===== src/rtl/pool_rd_sched_pkg.sv =====
// rtl/pool_rd_sched_pkg.sv - shared POOL definitions: global defaults, FSM encoding, pool_ctrl bit map
package pool_rd_sched_pkg;

    // Global geometry defaults shared across the pooling datapath.
    localparam int DEF_LENPSUM           = 16;
    localparam int DEF_PSUM_WIDTH        = 16;
    localparam int DEF_BLOCK_DEPTH       = 32;
    localparam int DEF_POOL_KERNEL_WIDTH = 3;

    // Read-scheduler FSM encoding.
    typedef enum logic [1:0] {
        ST_IDLE  = 2'd0,
        ST_READ  = 2'd1,
        ST_DRAIN = 2'd2,
        ST_DONE  = 2'd3
    } pool_state_e;

    // pool_ctrl sideband layout.
    localparam int CTRL_W         = 2;
    localparam int CTRL_FIRST_BIT = 0;   // first beat of a row
    localparam int CTRL_LAST_BIT  = 1;   // last beat of the frame

endpackage


===== src/rtl/pool_skid_buf.sv =====
// rtl/pool_skid_buf.sv - two-entry output/skid register pair between PE buffer reads and pooling unit
//
// Ports:
//   clk, rst_n   clock, asynchronous active-low reset
//   in_valid_i   beat arriving from the PE buffer this cycle
//   in_data_i    arriving beat payload
//   in_ready_o   high when the skid entry is empty (upstream may issue a read)
//   out_valid_o  output register holds a beat
//   out_data_o   output register payload, held stable while stalled
//   out_ready_i  downstream accepts the output beat this cycle
module pool_skid_buf #(
    parameter int W = 8
) (
    input  logic         clk,
    input  logic         rst_n,
    input  logic         in_valid_i,
    input  logic [W-1:0] in_data_i,
    output logic         in_ready_o,
    output logic         out_valid_o,
    output logic [W-1:0] out_data_o,
    input  logic         out_ready_i
);

    logic         out_vld_q;
    logic [W-1:0] out_dat_q;
    logic         skid_vld_q;
    logic [W-1:0] skid_dat_q;
    logic         out_free;

    // Output register can take a new beat when empty or draining this cycle.
    assign out_free    = !out_vld_q || out_ready_i;
    assign in_ready_o  = !skid_vld_q;
    assign out_valid_o = out_vld_q;
    assign out_data_o  = out_dat_q;

    always_ff @(posedge clk or negedge rst_n) begin
        if (!rst_n) begin
            out_vld_q  <= 1'b0;
            out_dat_q  <= '0;
            skid_vld_q <= 1'b0;
            skid_dat_q <= '0;
        end else if (out_free) begin
            if (skid_vld_q) begin
                // Older skid beat goes first; a new arrival refills the skid.
                out_vld_q  <= 1'b1;
                out_dat_q  <= skid_dat_q;
                skid_vld_q <= in_valid_i;
                if (in_valid_i) begin
                    skid_dat_q <= in_data_i;
                end
            end else begin
                out_vld_q <= in_valid_i;
                if (in_valid_i) begin
                    out_dat_q <= in_data_i;
                end
            end
        end else if (in_valid_i) begin
            // Output is stalled: park the returning read data.
            skid_vld_q <= 1'b1;
            skid_dat_q <= in_data_i;
        end
    end

endmodule


===== src/rtl/pool_rd_sched.sv =====
// rtl/pool_rd_sched.sv - reads one PE-buffer frame and streams it to the pooling unit with flow control
//
// Ports:
//   clk, rst_n     clock, asynchronous active-low reset
//   cfg_pool       {enable, kernel size}, latched on accepted start
//   start          frame-ready pulse, honoured only in IDLE
//   busy           frame in progress (READ/DRAIN)
//   done           one-cycle frame-complete pulse
//   cfg_err        sticky illegal-kernel flag for the last accepted start
//   pel_en_rd      PE buffer read enable (data returns next cycle)
//   pel_addr_rd    PE buffer read address
//   pel_dat        PE buffer read data
//   pool_wr_req    beat valid towards the pooling unit
//   pool_wr_dat    beat data
//   pool_wr_ready  pooling unit can accept a beat
//   pool_ctrl      {last beat of frame, first beat of row}
module pool_rd_sched
    import pool_rd_sched_pkg::*;
#(
    parameter int LENPSUM           = DEF_LENPSUM,
    parameter int PSUM_WIDTH        = DEF_PSUM_WIDTH,
    parameter int BLOCK_DEPTH       = DEF_BLOCK_DEPTH,
    parameter int POOL_KERNEL_WIDTH = DEF_POOL_KERNEL_WIDTH,
    parameter int AW                = $clog2(LENPSUM * LENPSUM)
) (
    input  logic                              clk,
    input  logic                              rst_n,
    input  logic [POOL_KERNEL_WIDTH:0]        cfg_pool,
    input  logic                              start,
    output logic                              busy,
    output logic                              done,
    output logic                              cfg_err,
    output logic                              pel_en_rd,
    output logic [AW-1:0]                     pel_addr_rd,
    input  logic [PSUM_WIDTH*BLOCK_DEPTH-1:0] pel_dat,
    output logic                              pool_wr_req,
    output logic [PSUM_WIDTH*BLOCK_DEPTH-1:0] pool_wr_dat,
    input  logic                              pool_wr_ready,
    output logic [CTRL_W-1:0]                 pool_ctrl
);

    localparam int              DW        = PSUM_WIDTH * BLOCK_DEPTH;
    localparam int              KW        = POOL_KERNEL_WIDTH;
    localparam logic [AW-1:0]   LAST_ADDR = AW'(LENPSUM * LENPSUM - 1);

    pool_state_e          state_q;
    logic [AW-1:0]        cnt_q;
    logic [KW:0]          cfg_q;
    logic                 busy_q;
    logic                 done_q;
    logic                 rd_vld_q;
    logic [CTRL_W-1:0]    rd_ctrl_q;
    logic [CTRL_W-1:0]    rd_ctrl_d;

    logic                 skid_ready;
    logic                 rd_issue;
    logic                 last_xfer;
    logic [DW+CTRL_W-1:0] out_payload;

    function automatic logic kernel_bad(input logic [KW-1:0] k);
        return (k == '0) || (32'(k) > 32'(LENPSUM));
    endfunction

    // A read is only issued when the downstream is accepting and the skid has
    // room, so the returning beat always has a register to land in.
    assign rd_issue  = (state_q == ST_READ) && pool_wr_ready && skid_ready;
    assign last_xfer = pool_wr_req && pool_wr_ready && pool_ctrl[CTRL_LAST_BIT];

    assign pel_en_rd   = rd_issue;
    assign pel_addr_rd = cnt_q;
    assign busy        = busy_q;
    assign done        = done_q;
    // Derived from the latched config so it stays sticky until the next start.
    assign cfg_err     = cfg_q[KW] && kernel_bad(cfg_q[KW-1:0]);

    always_comb begin
        rd_ctrl_d                 = '0;
        rd_ctrl_d[CTRL_FIRST_BIT] = (32'(cnt_q) % 32'(LENPSUM)) == 32'd0;
        rd_ctrl_d[CTRL_LAST_BIT]  = (cnt_q == LAST_ADDR);
    end

    always_ff @(posedge clk or negedge rst_n) begin
        if (!rst_n) begin
            state_q <= ST_IDLE;
            cnt_q   <= '0;
            cfg_q   <= '0;
            busy_q  <= 1'b0;
            done_q  <= 1'b0;
        end else begin
            done_q <= 1'b0;
            case (state_q)
                ST_IDLE: begin
                    if (start) begin
                        cfg_q <= cfg_pool;
                        cnt_q <= '0;
                        if (cfg_pool[KW] && !kernel_bad(cfg_pool[KW-1:0])) begin
                            state_q <= ST_READ;
                            busy_q  <= 1'b1;
                        end else begin
                            state_q <= ST_DONE;
                            done_q  <= 1'b1;
                        end
                    end
                end
                ST_READ: begin
                    if (rd_issue) begin
                        // Counter parks on the last address rather than wrapping.
                        if (cnt_q == LAST_ADDR) begin
                            state_q <= ST_DRAIN;
                        end else begin
                            cnt_q <= cnt_q + AW'(1);
                        end
                    end
                end
                ST_DRAIN: begin
                    if (last_xfer) begin
                        state_q <= ST_DONE;
                        busy_q  <= 1'b0;
                        done_q  <= 1'b1;
                    end
                end
                ST_DONE: begin
                    state_q <= ST_IDLE;
                end
                default: begin
                    state_q <= ST_IDLE;
                end
            endcase
        end
    end

    // Sideband travels alongside the read so it lines up with returning data.
    always_ff @(posedge clk or negedge rst_n) begin
        if (!rst_n) begin
            rd_vld_q  <= 1'b0;
            rd_ctrl_q <= '0;
        end else begin
            rd_vld_q <= rd_issue;
            if (rd_issue) begin
                rd_ctrl_q <= rd_ctrl_d;
            end
        end
    end

    pool_skid_buf #(
        .W (DW + CTRL_W)
    ) u_skid (
        .clk         (clk),
        .rst_n       (rst_n),
        .in_valid_i  (rd_vld_q),
        .in_data_i   ({rd_ctrl_q, pel_dat}),
        .in_ready_o  (skid_ready),
        .out_valid_o (pool_wr_req),
        .out_data_o  (out_payload),
        .out_ready_i (pool_wr_ready)
    );

    assign pool_wr_dat = out_payload[DW-1:0];
    assign pool_ctrl   = out_payload[DW +: CTRL_W];

endmodule

===== config.mk =====
export PLATFORM = sky130hd
export DESIGN_NAME = pool_rd_sched
export DESIGN_NICKNAME = d
export VERILOG_FILES = /design/src/rtl/pool_rd_sched_pkg.sv /design/src/rtl/pool_skid_buf.sv /design/src/rtl/pool_rd_sched.sv
export SDC_FILE = /design/constraint.sdc
export NUM_CORES = 2
export LEC_CHECK = 0
export ABC_CLOCK_PERIOD_IN_PS = 2200
export BUFFER_PORTS_ARGS = -buffer_cell sky130_fd_sc_hd__buf_2
export CAP_MARGIN = 0
export CORE_AREA = 8 8 404 406
export DETAILED_ROUTE_END_ITERATION = 8
export DIE_AREA = 0 0 412 414
export HOLD_SLACK_MARGIN = 0.12
export RECOVER_POWER = 50
export SKIP_CTS_REPAIR_TIMING = 1
export SLEW_MARGIN = 20
export SYNTH_ARGS = -nofsm -noshare
export SYNTH_HDL_FRONTEND = slang
export SYNTH_HIERARCHICAL = 1
export SYNTH_SLANG_ARGS = --single-unit

===== constraint.sdc =====
create_clock -name clk -period 2.2 [get_ports clk]
set_clock_uncertainty 0.1 [all_clocks]
set_input_delay 0.22 -clock clk [delete_from_list [all_inputs] [get_ports clk]]
set_output_delay 0.22 -clock clk [all_outputs]
set_load 0.05 [all_outputs]

### After elaboration in Yosys (flattened, before gate mapping)

Index checks and enable logic that the tools add are counted.
Widths: inputs -> output; s select.

* $mul: 0
* add/subtract/negate cells: 1
* mux-type cells: 27
* divide/modulo/power cells: 0
* equality and inequality tests: 11
* reductions and logical operators: 23
* bitwise operators: 0
* shifts and indexed selects: 0
* order comparisons: 0

Operators by type and width (count)
* $mux 514: 5
* $logic_not 32->1: 1
* $mux 8: 3
* $pmux 8 s2: 1
* $ne 2x2->1 const B: 6
* $reduce_and 4->1: 3
* $mux 1: 10
* $mux 2: 5
* $add 8x1->8 const B: 1
* $eq 8x8->1 const B: 1
* $pmux 2 s4: 1
* $reduce_bool 2->1: 4
* $logic_and 1x1->1: 6
* $logic_not 3->1: 2
* $eq 2x2->1 const B: 2
* $pmux 1 s2: 2
* $reduce_and 2->1: 2
* $logic_not 1->1: 3
* $eq 2x1->1 const B: 1
* $logic_not 2->1: 1
* $ne 2x1->1 const B: 1
* $logic_or 1x1->1: 1

* output and inout port bits: 527
* latch bits: 0
* bits in read-only memories: 0
* register bits: 1049
* memories: 0
* logic and storage cells: 73
* bits in writable memories: 0

### Logic depth before layout (Yosys ltp)

* depth in word-level cells: 6
* gate-level depth with buffers: 10
* depth with buffers taken out: 6

### Hierarchy

The synthesis kept the hierarchy.

By module, submodules not included
* pool_skid_buf: sequential area each 25774.7 µm², cells each 2750, area an instance 44744.2 µm², instances 1
* pool_rd_sched: sequential area each 475.5 µm², cells each 102, area an instance 1078.5 µm², instances 1

### Worst setup path before layout

Ideal clock, no wire load.

* path type: reg-to-output
* from: reg cfg_q[1]
* to: out cfg_err
* stages on the path, launching flop included: 2
* path slack: -147 ps
* data arrival time: 2027 ps
* cells stage by stage: dfrtp_1 nor4b_1

* word-level cells in the longest chain between the ends: 2

Ends and longest elaborated chain
* from (decl): RTL line pool_rd_sched.sv:48 `logic [KW:0] cfg_q;`
* from (signal assigned): RTL line pool_rd_sched.sv:94 `cfg_q <= cfg_pool;`
* $logic_not 3->1: RTL line pool_rd_sched.sv:61 `return (k == '0) || (32'(k) > 32'(LENPSUM));`
* $logic_and 1x1->1: RTL line pool_rd_sched.sv:74 `assign cfg_err = cfg_q[KW] && kernel_bad(cfg_q[KW-1:0]);`
* to (decl): RTL line pool_rd_sched.sv:32 `output logic cfg_err,`

No other way between the ends.

### Worst setup path in the final report

* from: reg u_skid.skid_vld_q
* to: reg u_skid.out_dat_q[387] (netlist: u_skid/out_data_o[387])

* word-level cells in the longest chain between the ends: 2
* elaborated cells on any way between the ends: 3

Ends and longest elaborated chain
* from (decl): RTL line pool_skid_buf.sv:26 `logic skid_vld_q;`
* from (signal assigned): RTL line pool_skid_buf.sv:47 `skid_vld_q <= in_valid_i;`
* $reduce_bool 2->1 (no source line)
* $reduce_and 2->1 (no source line)
* to (signal assigned): RTL line pool_skid_buf.sv:46 `out_dat_q <= skid_dat_q;`
* to (signal assigned): RTL line pool_skid_buf.sv:54 `out_dat_q <= in_data_i;`
* to (decl): RTL line pool_skid_buf.sv:25 `logic [W-1:0] out_dat_q;`

Several ways; a longest one is shown, not always the timed one.
A chain may end at the register's enable or synchronous reset.

==> flow_summary.yaml <==
finish:
  area_growth_pct: 37.5
  finalNonFillerCells: 6691
  drive_gt1_share_pct: 63.4
  nets: 5022
global_route:
  track_usage_pct: 16.0
  grt_pass1_vias: 30381
  antenna_found_initial: 51
  grt_pass1_wl_um: 207000
  grt_max_degree: 101
  overflow: 0
outcome:
  outcome: "completed"
logic_synthesis:
  synth-async-reset-ratio_pct: 100
  synth_fa_ha_area_share_pct: 0.158
  avgSynthCellArea_sq_um: 16.1
  seq_area_frac_synth_pct: 57.3
  synth-xor-area-share_pct: 0
  synth_edf_count: 0
  muxShareOfSynthArea_pct: 38.8
  yosys_warnings: 6
  synth_top_family_by_area: "multiplexers"
  yosysUniqueCellTypes: 46
  synth_ff_type: "dfrtp_1"
  syn-cell-area_sq_mm: 0.0458
  ys_ff_latch: 1049
  syn_nets: 3377
  synthCells: 2852
  synth_compound_area_share_pct: 0.543
  yosys.area_share.simple_pct: 0.486
clock_tree:
  clockBufferDepth: 3
  clk_pin_slew_ps: 60
  cts-buffers-inserted: 114
  numClockSinks: 1049
  insertion_delay_ps: 710
  cts_tree: "yes"
  root_buffer: "clkbuf_16"
  cts-htree-levels: 3
route:
  drt_iter0_drc: 1203
  via_per_inst: 4.48
  dr.pass1.iters: 5
  routed_wirelength_um: 145000
  postRouteAntennaNets: 0
  remaining_drc_errors: 0
  dr_total_vias: 30001
  avgRoutedWirePerCell_um: 21.7
critical_path:
  crit_arrival_ps: 2560
  start_kind: "register"
  cp.required_ps: 2670
  end_kind: "register"
  critPathKind: "reg -> reg"
  path_max_fanout: 28
sta:
  period_share_pct: 95.2
  slew_headroom_pct: 5.14
  maxSlewViolCount: 0
  tns_ps: 0
  finalHoldViolCount: 0
  fin_crit_ps: 2090
  fmax_ghz: 0.478
  worst_pin_slew_ps: 1420
  finalSetupViolations: 0
floorplan:
  rows: 146
  die_h_um: 414
  ioPinCount: 1047
  die_area_sq_mm: 0.171
  die_w_um: 412
  initial_core_util_pct: 29.2
  core_area_sq_mm: 0.157
pwr:
  power.density_mw_per_mm2: 1500
  p_leak_nw: 29.4
  ir_drop_mv: 1.05
worst_hold_path:
  hp-class: "in -> reg"
placed_design:
  io_buffers: 1046
  dpl.cell_count: 5925
  finalWeightedCongestion: 0.799
  hpwlAfterDp_um: 109000
flow_run:
  max_cap_viol_count: 0
final cells by class:
| type | count | area [sq um] |
|---|---|---|
| Clock buffer | 170 | 3380 |
| Fill cell | 14666 | 94100 |
| Timing Repair Buffer | 1704 | 12000 |
| Sequential cell | 1049 | 26300 |
| Antenna cell | 39 | 97.6 |
| Tap cell | 2072 | 2590 |
| Multi-Input combinational cell | 1620 | 18400 |
| Clock inverter | 29 | 298 |
| Inverter | 8 | 35.0 |
cell usage in the layout (no fill, tap or decap), drive strengths merged, types with 5 or more instances in the layout:
cell	n
buf	1151
clkbuf	199
clkinv	19
dfrtp	1049
diode	39
dlygate4sd3	524
ha	5
inv	13
mux2	1546
nand2	10
nand3	6
o21ai	11
o31ai	10
power by group:
group | internal (mW) | switching (mW)
logic | 14.5 | 27.7
clock network | 10.9 | 7.92
registers | 28.8 | 4.87
total | 54.2 | 40.5
metal layers:
layer	track usage, %	wire (um)	share of wire, %
met1	18.5	58500	40
met2	28.0	73500	51
met3	5.80	9270	6.4
met4	4.13	3450	2.4
met5	0	132	0.091
worst max-delay path: stages, from the launching register on:
cell and delay (ps):
dfrtp_4 500, buf_4 150, o21bai_4 220, buf_12 280, buf_4 280, mux2_2 360
worst paths after layout:
path / startpoint / to / slack (ps) / depth (start not counted)
setup / recovery: u_skid/skid_vld_q$_DFFE_PN0P_ / u_skid/out_data_o[387]$_DFFE_PN0P_ / 110 / 5
hold / removal: pel_dat[224] / u_skid/skid_dat_q[224]$_DFFE_PN0P_ / 190 / 3
setup reg to reg: u_skid/skid_vld_q$_DFFE_PN0P_ / u_skid/out_data_o[387]$_DFFE_PN0P_ / 110 / 5
hold reg to reg: u_skid/out_data_o[431]$_DFFE_PN0P_ / u_skid/out_data_o[431]$_DFFE_PN0P_ / 400 / 1
max in group asynchronous: rst_n / u_skid/skid_dat_q[8]$_DFFE_PN0P_ / 260 / 4
min in group asynchronous: rst_n / u_skid/skid_dat_q[302]$_DFFE_PN0P_ / 280 / 3
synth_stat cells, drive strengths merged, types with 5 or more instances:
cell type,n,share of area (%)
o21ai,11,0.12
inv,8,0.066
nand3,6,0.12
mux2,1546,39
o31ai,10,0.19
clkbuf,6,0.049
dfrtp,1049,57
ha,5,0.14
nand2,10,0.087
buf,169,2.6
through the flow:
stage	setup slack (ps)	hold WS [ps]	area, sq um	utilization, %	power, mW
CTS	-415	-715	57800	36.8	95.0
floorplan	110	-176	45800	-	63.0
detailed placement	154	123	54100	34.4	75.7
global placement	181	127	54100	34.4	74.8
finish	107	194	63000	40.1	94.7
global route	-5.96	128	63000	40.1	99.1
registers in the layout, indices dropped and copies added, names as in the netlist:
register / count
rd_ctrl_q: 2
done: 1
u_skid/out_data_o: 514
rd_vld_q: 1
u_skid/out_valid_o: 1
state_q: 2
busy: 1
u_skid/skid_dat_q: 514
pel_addr_rd: 8
cfg_q: 4
u_skid/skid_vld_q: 1
cell families after synthesis:
logic type               Yosys count
AO/OA/AOI/OAI                     33
adder cells (fa/ha/maj)            6
buffers and inverters            183
flip-flops                      1049
multiplexers                    1547
AND/OR/NAND/NOR                   34
(Power assumes the default switching activity.)
